### config.mk
export PLATFORM = sky130hd
export DESIGN_NAME = seq_detect_param
export DESIGN_NICKNAME = d
export VERILOG_FILES = /design/src/rtl/seq_detect_param.sv
export SDC_FILE = /design/constraint.sdc
export NUM_CORES = 1
export LEC_CHECK = 0
export CAP_MARGIN = 10
export CORE_MARGIN = 1.5
export CORE_UTILIZATION = 40
export CTS_BUF_LIST = sky130_fd_sc_hd__clkbuf_16
export CTS_CLUSTER_DIAMETER = 60
export DETAILED_ROUTE_END_ITERATION = 7
export PLACE_DENSITY_LB_ADDON = 0.15
export REMOVE_ABC_BUFFERS = 1
export SLEW_MARGIN = 30
export SYNTH_ARGS = -nofsm -noshare
export SYNTH_HDL_FRONTEND = slang
export SYNTH_SLANG_ARGS = --single-unit
### constraint.sdc
create_clock -name clk -period 1.3 [get_ports clk]
set_input_delay 0.26 -clock clk [delete_from_list [all_inputs] [get_ports clk]]
set_output_delay 0.26 -clock clk [all_outputs]
set_load 0.1 [all_outputs]
### src/rtl/seq_detect_param.sv
// Parametrised serial sequence detector. One bit is shifted in per enabled clock,
// and flag pulses for one cycle whenever the last PAT_W valid bits equal PATTERN.
module seq_detect_param #(
  parameter int               PAT_W   = 5,
  parameter logic [PAT_W-1:0] PATTERN = 5'b10010,
  parameter bit               OVERLAP = 1'b1,
  parameter int               CNT_W   = 8
) (
  input  logic             clk,
  input  logic             rst,
  input  logic             en,
  input  logic             din,
  input  logic             cnt_clr,
  output logic             flag,
  output logic [CNT_W-1:0] match_cnt,
  output logic             cnt_sat
);

  localparam int               FILL_W = $clog2(PAT_W + 1);
  localparam logic [FILL_W-1:0] FULL  = FILL_W'(PAT_W);

  logic [PAT_W-1:0]  hist_q, hist_d;
  logic [FILL_W-1:0] fill_q, fill_d;
  logic [FILL_W-1:0] fill_inc;
  logic              flag_q, flag_d;
  logic [CNT_W-1:0]  cnt_q, cnt_d;
  logic              match;

  // NOTE: every variable gets a default at the top of always_comb so that no
  // path leaves it unassigned, which would otherwise infer a latch.
  always_comb begin
    hist_d   = hist_q;
    fill_d   = fill_q;
    fill_inc = (fill_q == FULL) ? FULL : fill_q + 1'b1;
    match    = 1'b0;
    cnt_d    = cnt_q;

    if (en) begin
      hist_d = {hist_q[PAT_W-2:0], din};
      fill_d = fill_inc;
      match  = (fill_inc == FULL) && (hist_d == PATTERN);
      // Non-overlapping mode demands a full set of fresh bits after each hit.
      if (match && !OVERLAP) fill_d = '0;
    end

    flag_d = match;

    if (cnt_clr)                     cnt_d = '0;
    else if (match && (cnt_q != '1)) cnt_d = cnt_q + 1'b1;
  end

  // NOTE: state registers use non-blocking assignments so every flop samples
  // the pre-edge values, independent of the order the statements appear in.
  always_ff @(posedge clk) begin
    if (rst) begin
      hist_q <= '0;
      fill_q <= '0;
      flag_q <= 1'b0;
      cnt_q  <= '0;
    end else begin
      hist_q <= hist_d;
      fill_q <= fill_d;
      flag_q <= flag_d;
      cnt_q  <= cnt_d;
    end
  end

  assign flag      = flag_q;
  assign match_cnt = cnt_q;
  assign cnt_sat   = &cnt_q;

endmodule

### After elaboration in Yosys (flattened, before gate mapping)

Cells that the tools add are included.

| cells by class | value |
|---|---|
| reduce and logical (&&, ||, !) cells | 4 |
| add/subtract/negate cells | 2 |
| equal/unequal tests | 4 |
| multiplexer cells | 2 |

Operators by type and width:

| cell | number |
|---|---|
| $add A8 B1 Y8 const B | 1 |
| $ne A8 B8 Y1 const B | 1 |
| $reduce_and A8 Y1 | 1 |
| $eq A3 B3 Y1 const B | 2 |
| $eq A5 B5 Y1 const B | 1 |
| $add A3 B1 Y3 const B | 1 |
| $mux W3 | 1 |
| $logic_and A1 B1 Y1 | 2 |
| $reduce_or A2 Y1 | 1 |
| $mux W1 | 1 |

| word-level totals | value |
|---|---|
| input bits | 5 |
| flip-flop bits (word level) | 16 |
| output and inout bits | 10 |
| logic and storage cells | 16 |

### Depth between registers and ports, before layout

| logic depth | value |
|---|---|
| word-level depth | 6 |
| mapped depth | 6 |
| gate-level depth less buffers | 5 |

### Worst setup path after synthesis

Ideal clock, no wire load.

| timing path | value |
|---|---|
| path kind | register to register |
| from | register cnt_q[2] (netlist: match_cnt[2]) |
| to | register cnt_q[7] (netlist: match_cnt[7]) |
| required time | 1.171 ns |
| clock period less this slack | 2.462 ns |
| cell stages (with the launch flop) | 6 |
| buffers on the path | 0 |
| arrival | 2.332 ns |
| setup time | 0.129 ns |
| slack | -1.162 ns |
| cells stage by stage | dfxtp_1 -> and4_1 -> nand4_2 -> inv_2 -> nor4_1 -> mux2i_1 |

| on the way | value |
|---|---|
| longest elaborated chain between the ends | 2 |
| elaborated cells on any way between the ends | 3 |
| classes of those cells | add/sub (1); eq/ne (1); reduce/logical (1) |

Ends and longest elaborated chain:

| element | line | text |
|---|---|---|
| from (decl) | 26 | `logic [CNT_W-1:0] cnt_q, cnt_d;` |
| from (signal assigned) | 64 | `cnt_q <= cnt_d;` |
| branches (longest 2 deep; another with $add A8 B1 Y8) | -- |  |

Parallel ways; which one is timed is not known.
A chain may end at the register's enable or synchronous reset.

### Worst setup path after layout

| timing path | value |
|---|---|
| from | register cnt_q[3] (netlist: match_cnt[3]) |
| to | output cnt_sat |

| on the way | value |
|---|---|
| longest elaborated chain between the ends | 1 |

Ends and longest elaborated chain:

| element | line | text |
|---|---|---|
| $reduce_and A8 Y1 | 70 | `assign cnt_sat = &cnt_q;` |
| to (decl) | 16 | `output logic cnt_sat` |

No other way between the ends.

==> key figures <==
Outcome
  – Outcome: finished with violations
  – Failing checks: negative setup slack

Placed design
  – Placed Cells: about 140
  – DP HPWL: 1.36 mm
  – Placer Congestion: 0.786
  – IO buf count: 14

STA
  – Final hold slack: ~0.4 ns
  – Final Max Tran Viols: 0
  – Post-route setup slack: -0.271 ns
  – Final setup viols: 9
  – Slew @ Worst Pin: 0.262 ns
  – Max-slew headroom at the worst pin: 0.824
  – Final Critical Period: 1.57 ns
  – Fin crit share: 1.21
  – RSZ-0062 raised after global routing: yes
  – Setup TNS: -1.39 ns
  – Final Hold Fails: 0
  – Clock Skews: 0.00369 ns
  – FMAX: between 0.6 and 0.7 GHz

Finish
  – Finished Layout Cells: 153
  – Final net count: 136
  – Most common cell after layout, fill and taps aside: buf_4
  – Synth-to-layout area growth: 100%
  – Filler instances: 91
  – Highest-count cells in the layout ignoring fill and taps: buf_4, dfxtp_1, buf_12, nor2_1
  – Fin util: 0.858
  – Share of layout cells above drive strength 1: 0.594
  – # diodes: 0

Global routing
  – Maximum number of pins on one net before global-route repair: 9
  – Congestion Overflow GR: 0
  – Tot GR Track Use: 0.253
  – Initial antenna violation count: 0
  – First-pass GRT wire length: 3.71 mm
  – Vias in the first global route: roughly 840

Die
  – Die Y: 46.0 µm
  – Starting Density: 0.428
  – Die Wd: roughly 46 µm
  – Core Region: 1730 µm²
  – DIE AREA: 2120 µm²
  – Row cnt: 15
  – I/O pins: 15

Power
  – Tot Pwr: about 1.2 mW
  – Worst vdd ir: 1.08 mV
  – Power Density: between 800 and 900 nW/µm²
  – P_leak: about 0.63 nW

Route
  – Max layer used: met4
  – Drt pass-1 iters: 4
  – WL final: 2.53 mm
  – WL/cell: 16.5 µm
  – 1st-iter DRT viols: 13
  – Final ANT Viol Nets: 0
  – DRC viols: 0
  – Wire length on met2: 1.38 mm
  – Met1 wire length: 988 µm
  – DR vias: 830
  – Met3 WL: between 70 and 80 µm
  – Vias per cell: 5.42

Worst setup path
  – Critical path class: reg2out
  – Startpoint types: flip-flop
  – Crit-path max FO: 3
  – CP Data Required Time: 1.04 ns
  – CP endpoint kind: primary output
  – CP arrival: 1.31 ns

Clocking
  – Total CTS buffers: 3
  – TritonCTS clock tree: built
  – Root cell of the clock tree: clkbuf_16
  – Worst-path clk slew: 0.05 ns
  – H-tree depth: 1
  – Clock tree buffer depth: 2
  – # clock sinks: 16
  – Clock latency at the later pin of the worst-skew pair: ~0.25 ns

Job
  – Max Cap Viol: 0

Synthesis
  – Post-synthesis sequential area ratio: 0.433
  – Synth warn: 0
  – Mapped cell area: 739 µm²
  – Flops & latches, synth: 16
  – Cell count after synthesis: 83
  – Distinct cell type count after synthesis: 29
  – Mapped Avg Cell Area: approximately 8.9 µm²

Worst hold path
  – Worst hold path class: in2reg
==> per-stage QoR <==
stage / instance area, µm² / setup WS [ns]
floorplan: 709 / -1.16
global placement: 1170 / -0.479
detailed placement: 1170 / -0.537
CTS: 1390 / -0.226
global route: 1480 / -0.294
finish: 1480 / -0.271
==> layout make-up <==
cell class | count | area (µm²) | area share
Clock buffer | 3 | 75.1 | 0.0507
Inverter | 3 | 13.8 | 0.00929
Multi-Input combinational cell | 61 | 541 | 0.365
Sequential cell | 16 | 327 | 0.220
Tap cell | 25 | 31.3 | 0.0211
Timing Repair Buffer | 45 | 494 | 0.334
==> logic make-up after synthesis <==
| kind of cell | after synthesis | share of synthesized area |
|---|---|---|
| AOI/OAI and AO/OA | 15 | 0.124 |
| xor gates and xnor gates | 1 | 0.0118 |
| adders and majority gates | 1 | 0.0169 |
| buffers and inverters | 7 | 0.0558 |
| DFF | 16 | 0.433 |
| muxes | 5 | 0.0677 |
| and+or+nand+nor | 38 | 0.291 |
==> final timing paths <==
path | depth (start not counted) | start | endpoint | slack [ns]
setup / recovery | 5 | match_cnt[3]$_SDFFE_PP0P_ | cnt_sat | -0.27
hold / removal | 3 | din | hist_q[0]$_SDFFE_PP0P_ | 0.40
setup reg to reg | 7 | match_cnt[1]$_SDFFE_PP0P_ | match_cnt[3]$_SDFFE_PP0P_ | -0.24
hold reg to reg | 2 | hist_q[3]$_SDFFE_PP0P_ | hist_q[3]$_SDFFE_PP0P_ | 0.49
==> synthesized netlist by cell type <==
cell type / n / share of area
nand3_1: 5 / 0.034
or4_1: 3 / 0.030
xor2_1: 1 / 0.012
or2_2: 1 / 0.0085
a41o_1: 1 / 0.014
inv_2: 1 / 0.0051
nor4_1: 2 / 0.017
mux2i_1: 5 / 0.068
and4_1: 1 / 0.012
buf_6: 2 / 0.030
a21oi_1: 7 / 0.047
a31oi_1: 2 / 0.017
clkbuf_1: 2 / 0.010
o41ai_1: 1 / 0.012
and4bb_1: 1 / 0.017
dfxtp_1: 16 / 0.43
nor3_1: 3 / 0.020
nand2_1: 6 / 0.030
and4bb_2: 1 / 0.017
ha_1: 1 / 0.017
o21ai_0: 2 / 0.014
and2_2: 1 / 0.010
o31ai_1: 2 / 0.020
nand4_2: 1 / 0.017
nand2_2: 1 / 0.0085
inv_1: 2 / 0.010
nor2_1: 10 / 0.051
or3_1: 1 / 0.0085
or3_2: 1 / 0.010
==> power breakdown <==
group          total, mW  switching [mW]  internal (mW)
registers          0.504         0.00477          0.500
logic             0.0680          0.0327         0.0352
clock network      0.613           0.208          0.405
total               1.19           0.245          0.940
==> layer usage <==
metal | vias up | track usage
met5 | - | 0
met1 | 402 | 0.257
met3 | 9 | 0.0754
met2 | 21 | 0.442
met4 | 0 | 0.166
li1 | 398 | -
==> sequential cells by signal, summed over array words and instances (netlist names) <==
signal     cells
hist_q         4
match_cnt      8
fill_q         3
flag           1
==> worst max-delay path, cell delays in order (launching register included) <==
cell	delay [ns]
dfxtp_1	0.35
and4_4	0.25
nand4_4	0.10
inv_4	0.10
buf_12	0.10
buf_12	0.16
==> what timing repair did <==
item	4_1_cts	5_1_grt
pin swaps	14	5
endpoints found under the setup margin	9	9
setup buffers	6	2
gates resized for setup	28	16
hold buffers	0	0
hold endpoints to repair	0	0
gates cloned	1	0
Power figures use the tool's default switching activity.
==> RTL change 1, RTL diff (same settings) <==
Change the parameter `PAT_W` from 5 to 10.
--- a/src/rtl/seq_detect_param.sv
+++ b/src/rtl/seq_detect_param.sv
@@ -2,5 +2,5 @@
 // and flag pulses for one cycle whenever the last PAT_W valid bits equal PATTERN.
 module seq_detect_param #(
-  parameter int               PAT_W   = 5,
+  parameter int               PAT_W   = 10,
   parameter logic [PAT_W-1:0] PATTERN = 5'b10010,
   parameter bit               OVERLAP = 1'b1,
Behaviour: not the same (Yosys sat finds a counterexample within 10 cycles, from zero or initial values and one cycle with rst high).
==> RTL change 1 against the unedited design <==
- the flow still finishes with violations (negative setup slack)
- wire length increased by 5.0%
- final area is 17% higher
- power up 26%
- synthesized area increased by 39%
- first-iteration DRC count increased by 15%
- sequential power grew 37%
- worst setup slack got worse by 0.34 ns
- final cell count grew 21%
- sequential cell count rose by 6
==> RTL change 1: results (changes against the unedited design) <==
- Clock skew: 0.00441 ns (+0.000718 ns)
- Yosys warnings: 0 (unchanged)
- CP arrival: 2.07 ns (+0.76 ns)
- First-pass GRT wire length: 4360 um (+18%)
- Max VDD drop: 0.852 mV (-21%)
- HP Class: flop to flop
- Grt met2 use: 0.366 (-0.0754)
- Worst-Skew Late Latency: 0.26 ns
- Via count: 981 (+18%)
- H-tree levels: 1 (unchanged)
- Met1 Use GR: 0.273 (+0.0162)
- Seq/Total Area, Yosys: 0.430 (-0.00337)
- Final setup viols: 10 (+1)
- Failing checks: negative setup slack
- GP Congestion: 0.784 (-0.27%)
- 1st-pass router iterations: 4 (unchanged)
- PortBufs: 14 (unchanged)
- Top reg by flops: hist_q
- Outcome: finished with violations
- Initial antenna violation count: 0 (unchanged)
- CP max FO: 5 (+2)
- Top FF cell, synth: dfxtp_1
- Placed Cells: 180 (+27%)
- DRC errors left: 0 (unchanged)
- Vias in the first global route: 988 (+17%)
- Per-cell routed wire length: 14.4 um (-13%)
- Fill cell count: 200 (+120%)
- Worst-path clk slew: 0.06 ns
- Post-Syn Instances: 109 (+31%)
- Leakage: 0.725 nW (+15%)
- Most common library cells after synthesis: dfxtp_1 (22), nor2_1 (17), mux2i_1 (9)
- Starting DRC count in detailed routing: 15 (+2)
- Synth top area cells: dfxtp_1 (43%), mux2i_1 (8.8%), nor2_1 (6.2%), ha_1 (3.7%), a21oi_1 (3.4%)
- Distinct cells, synth: 34 (+17%)
- Worst setup margin: -0.614 ns (-0.343 ns)
- Post-synthesis async set-or-reset flop share: 0 (unchanged)
- Root Buffer: clkbuf_16
- Setup WS pre-CTS: -0.803 ns (-0.266 ns)
- Vias per Instance: 5.30 (-2.3%)
- Largest net degree at the start of global routing: 15 (+6)
- Clk buf depth: 2 (unchanged)
- Total CTS buffers: 3 (unchanged)
- Estimated wirelength of the detail-placed design: 1820 um (+33%)
- Max FFs per register: 9 (+1)
- # diodes: 0 (unchanged)
- M3 GR Usage: 0.0417 (-0.0337)
- Worst slew pin tran: 0.576 ns (+0.314 ns)
- Final Net Count: 164 (+21%)
- Gr usage total: 0.220 (-0.0338)
- Layout cell share with drive strength beyond 1: 0.445 (-0.149)
==> RTL change 1: cell families after synthesis <==
group,count (synthesis),synth area share
AOI/OAI and AO/OA,16,0.0952
xor gates and xnor gates,4,0.0342
adders and majority gates,3,0.0366
buffers and inverters,6,0.0220
DFF,22,0.430
muxes,9,0.0879
and+or+nand+nor,49,0.294
==> RTL change 1: final cells by class <==
class	count	area, um^2	share of cell area
multi-input combinational	81	671	0.387
timing repair buffer	45	488	0.282
tap	30	37.5	0.0217
clock inverter	1	3.75	0.00217
sequential	22	447	0.258
clock buffer	3	75.1	0.0433
inverter	3	11.3	0.00650
==> RTL change 1: report_power, final <==
part / leakage (nW) / total (mW) / switching [mW] / internal, mW
clock: 0.0385 / 0.674 / 0.263 / 0.412
sequential: 0.180 / 0.692 / 0.00766 / 0.684
combinational: 0.506 / 0.132 / 0.0679 / 0.0641
total: 0.725 / 1.50 / 0.338 / 1.16
==> RTL change 1: repair_timing <==
item	4_1_cts	5_1_grt
resized for setup	24	8
pin swaps	9	6
buffers inserted	1	1
endpoints found under the setup margin	10	12
==> RTL change 1: metrics by stage <==
step	area, um^2	setup TNS, ns	hold WS, ns	total power, mW	utilization
floorplan	1010	-12.06	0.332	0.752	-
global placement	1520	-6.70	0.464	0.810	0.618
detailed placement	1520	-7.40	0.506	0.812	0.618
CTS	1690	-5.10	0.521	1.50	0.690
global route	1730	-5.90	0.531	1.55	0.706
finish	1730	-4.91	0.506	1.50	0.706
==> RTL change 1: routing by layer <==
| layer | vias up | part of all wire |
|---|---|---|
| met3 | 5 | 0.021 |
| met2 | 10 | 0.50 |
| met1 | 481 | 0.46 |
| met4 | 0 | 0.020 |
| met5 | - | 0 |
| li1 | 485 | - |
==> RTL change 1: worst max-delay path, stage by stage, from the launching register on <==
cell and delay (ns):
dfxtp_2 0.33, inv_2 0.05, ha_4 0.24, nor4b_4 0.22, nand4_2 0.18, nor4_4 0.43
buf_4 0.21, xnor2_1 0.11, nor2_1 0.05
==> RTL change 1: worst paths after layout <==
path | startpoint | to | slack, ns | cells past startpoint
worst max-delay path | fill_q[0] | match_cnt[0] | -0.61 | 8
worst max register to register | fill_q[0] | match_cnt[0] | -0.61 | 8
worst min-delay path | hist_q[3] | hist_q[3] | 0.51 | 2
worst min register to register | hist_q[3] | hist_q[3] | 0.51 | 2
==> RTL change 2, RTL diff (same flow settings) <==
Without the edit above. Register the inputs `en`, `din` and `cnt_clr` before use, with the module's reset. The logic sees them one clock later.
--- a/src/rtl/seq_detect_param.sv
+++ b/src/rtl/seq_detect_param.sv
@@ -20,4 +20,20 @@
   localparam logic [FILL_W-1:0] FULL  = FILL_W'(PAT_W);
 
+  logic en_q;
+  logic din_q;
+  logic cnt_clr_q;
+
+  always_ff @(posedge clk) begin
+    if (rst) begin
+      en_q      <= '0;
+      din_q     <= '0;
+      cnt_clr_q <= '0;
+    end else begin
+      en_q      <= en;
+      din_q     <= din;
+      cnt_clr_q <= cnt_clr;
+    end
+  end
+
   logic [PAT_W-1:0]  hist_q, hist_d;
   logic [FILL_W-1:0] fill_q, fill_d;
@@ -36,6 +52,6 @@
     cnt_d    = cnt_q;
 
-    if (en) begin
-      hist_d = {hist_q[PAT_W-2:0], din};
+    if (en_q) begin
+      hist_d = {hist_q[PAT_W-2:0], din_q};
       fill_d = fill_inc;
       match  = (fill_inc == FULL) && (hist_d == PATTERN);
@@ -46,5 +62,5 @@
     flag_d = match;
 
-    if (cnt_clr)                     cnt_d = '0;
+    if (cnt_clr_q)                     cnt_d = '0;
     else if (match && (cnt_q != '1)) cnt_d = cnt_q + 1'b1;
   end
Check against the original RTL: not equivalent (a bounded check fails within 10 cycles, from zero or initial values and one cycle with rst high).
==> RTL change 2 against the unedited design <==
- the run still ends with negative setup slack left
- worst setup slack improved by 0.0079 ns
- via count increased by 0.12%
- non-clock buffer count is the same
- power rose by 7.5%
- wire length fell by 0.36%
- sequential cell count rose by 3
- final area rose by 2.4%
- synthesized area up 9.0%
- critical path type unchanged
- largest cell class is now non-clock buffers
- highest routed layer unchanged
==> RTL change 2: results (changes against the unedited design) <==
- Outcome: finished with violations
- Failing checks: negative setup slack
- Clock skew: 0.00464 ns (+0.000947 ns)
- CTS resizes: 17 (-39%)
- Fill cell count: 131 (+44%)
- Estimated wirelength of the detail-placed design: 1320 um (-3.1%)
- Worst reg2reg path depth: 5 (-2)
- Register area: 389 um^2 (+19%)
- Seq/Total Area, Yosys: 0.472 (+0.0389)
- Clk buf depth: 2 (unchanged)
- M3 GR Usage: 0.0377 (-0.0377)
- PortBufs: 14 (unchanged)
- HP Class: flop to flop
- Final Net Count: 138 (+1.5%)
- Mux contribution to synthesized area: 0.0497 (-0.0180)
- Grt met2 use: 0.381 (-0.0603)
- Initial antenna violation count: 0 (unchanged)
- Hold endpoint: hist_q[3]
- Layout cell share with drive strength beyond 1: 0.557 (-0.0365)
- Starting DRC count in detailed routing: 26 (+13)
- Post-CTS Setup Inserts: 10 (+4)
- Hold depth: 2 (-1)
- Data buffer area share: 0.340 (+0.00632)
- Net Switching: 0.244 mW (-0.50%)
- Leakage: 0.590 nW (-6.4%)
- Multi-input combinational area share: 0.322 (-0.0431)
- Fin util: 0.789 (-0.0689)
- Reg2reg start: match_cnt[0]
- Fin area: 0.00152 mm^2 (+2.4%)
- Largest net degree at the start of global routing: 12 (+3)
- Post-Synth XOR/XNOR Area: 0.0109 (-0.000975)
- Met1 wire length: 1090 um (+11%)
- First-pass GRT wire length: 3440 um (-7.3%)
- Vias in the first global route: 766 (-8.9%)
- Post-synthesis adder-cell area fraction: 0.0155 (-0.00139)
- Max VDD drop: 0.810 mV (-25%)
- Worst setup margin: -0.263 ns (+0.00788 ns)
- Setup WS pre-CTS: -0.181 ns (+0.356 ns)
- GP Congestion: 0.779 (-0.89%)
- Total Routed Length: 2520 um (-0.36%)
- Met1 Use GR: 0.255 (-0.00211)
- Clk cell area share: 0.0520 (+0.00130)
- Comb_multi_in: 60 (-1.6%)
- Synth Area in Compound Gates: 0.124 (+0.000704)
- Hold_sp: hist_q[3]
- DP Area: 0.00121 mm^2 (+3.0%)
- Worst r2r dst: match_cnt[2]
- Final setup viols: 8 (-1)
- Synth top area cells: dfxtp_1 (47%), a21oi_1 (5.6%), mux2i_1 (5.0%), nor2_1 (3.7%), o31ai_1 (3.7%)
==> RTL change 2: changes by cell type after synthesis, sizes merged, moves of 2 or more <==
cell	delta
nor2b	+3
nor2	-2
nand2	-3
buf	+2
dfxtp	+3
a21oi	+2
o31ai	+2
==> RTL change 2: worst max-delay path, stage by stage (launching register included) <==
cell and delay, ns:
dfxtp_2 0.33, and4_4 0.23, and4_4 0.24, buf_6 0.10
buf_12 0.16
==> RTL change 2: metrics by stage <==
step,instances,setup TNS (ns),hold WS (ns)
final,158,-1.48,0.487
after global routing,158,-1.81,0.516
after CTS,157,-1.06,0.494
after detailed placement,144,-0.907,0.482
after global placement,144,-0.732,0.477
after floorplan,82,-8.10,0.332
==> RTL change 2: power groups by stage <==
stage	combinational [mW]	clock, mW	sequential [mW]
2_1_floorplan	0.0178	0	0.612
3_3_place_gp	0.0495	0	0.609
3_5_place_dp	0.0504	0	0.610
4_1_cts	0.0503	0.624	0.597
5_1_grt	0.0577	0.654	0.598
6_report	0.0527	0.624	0.597
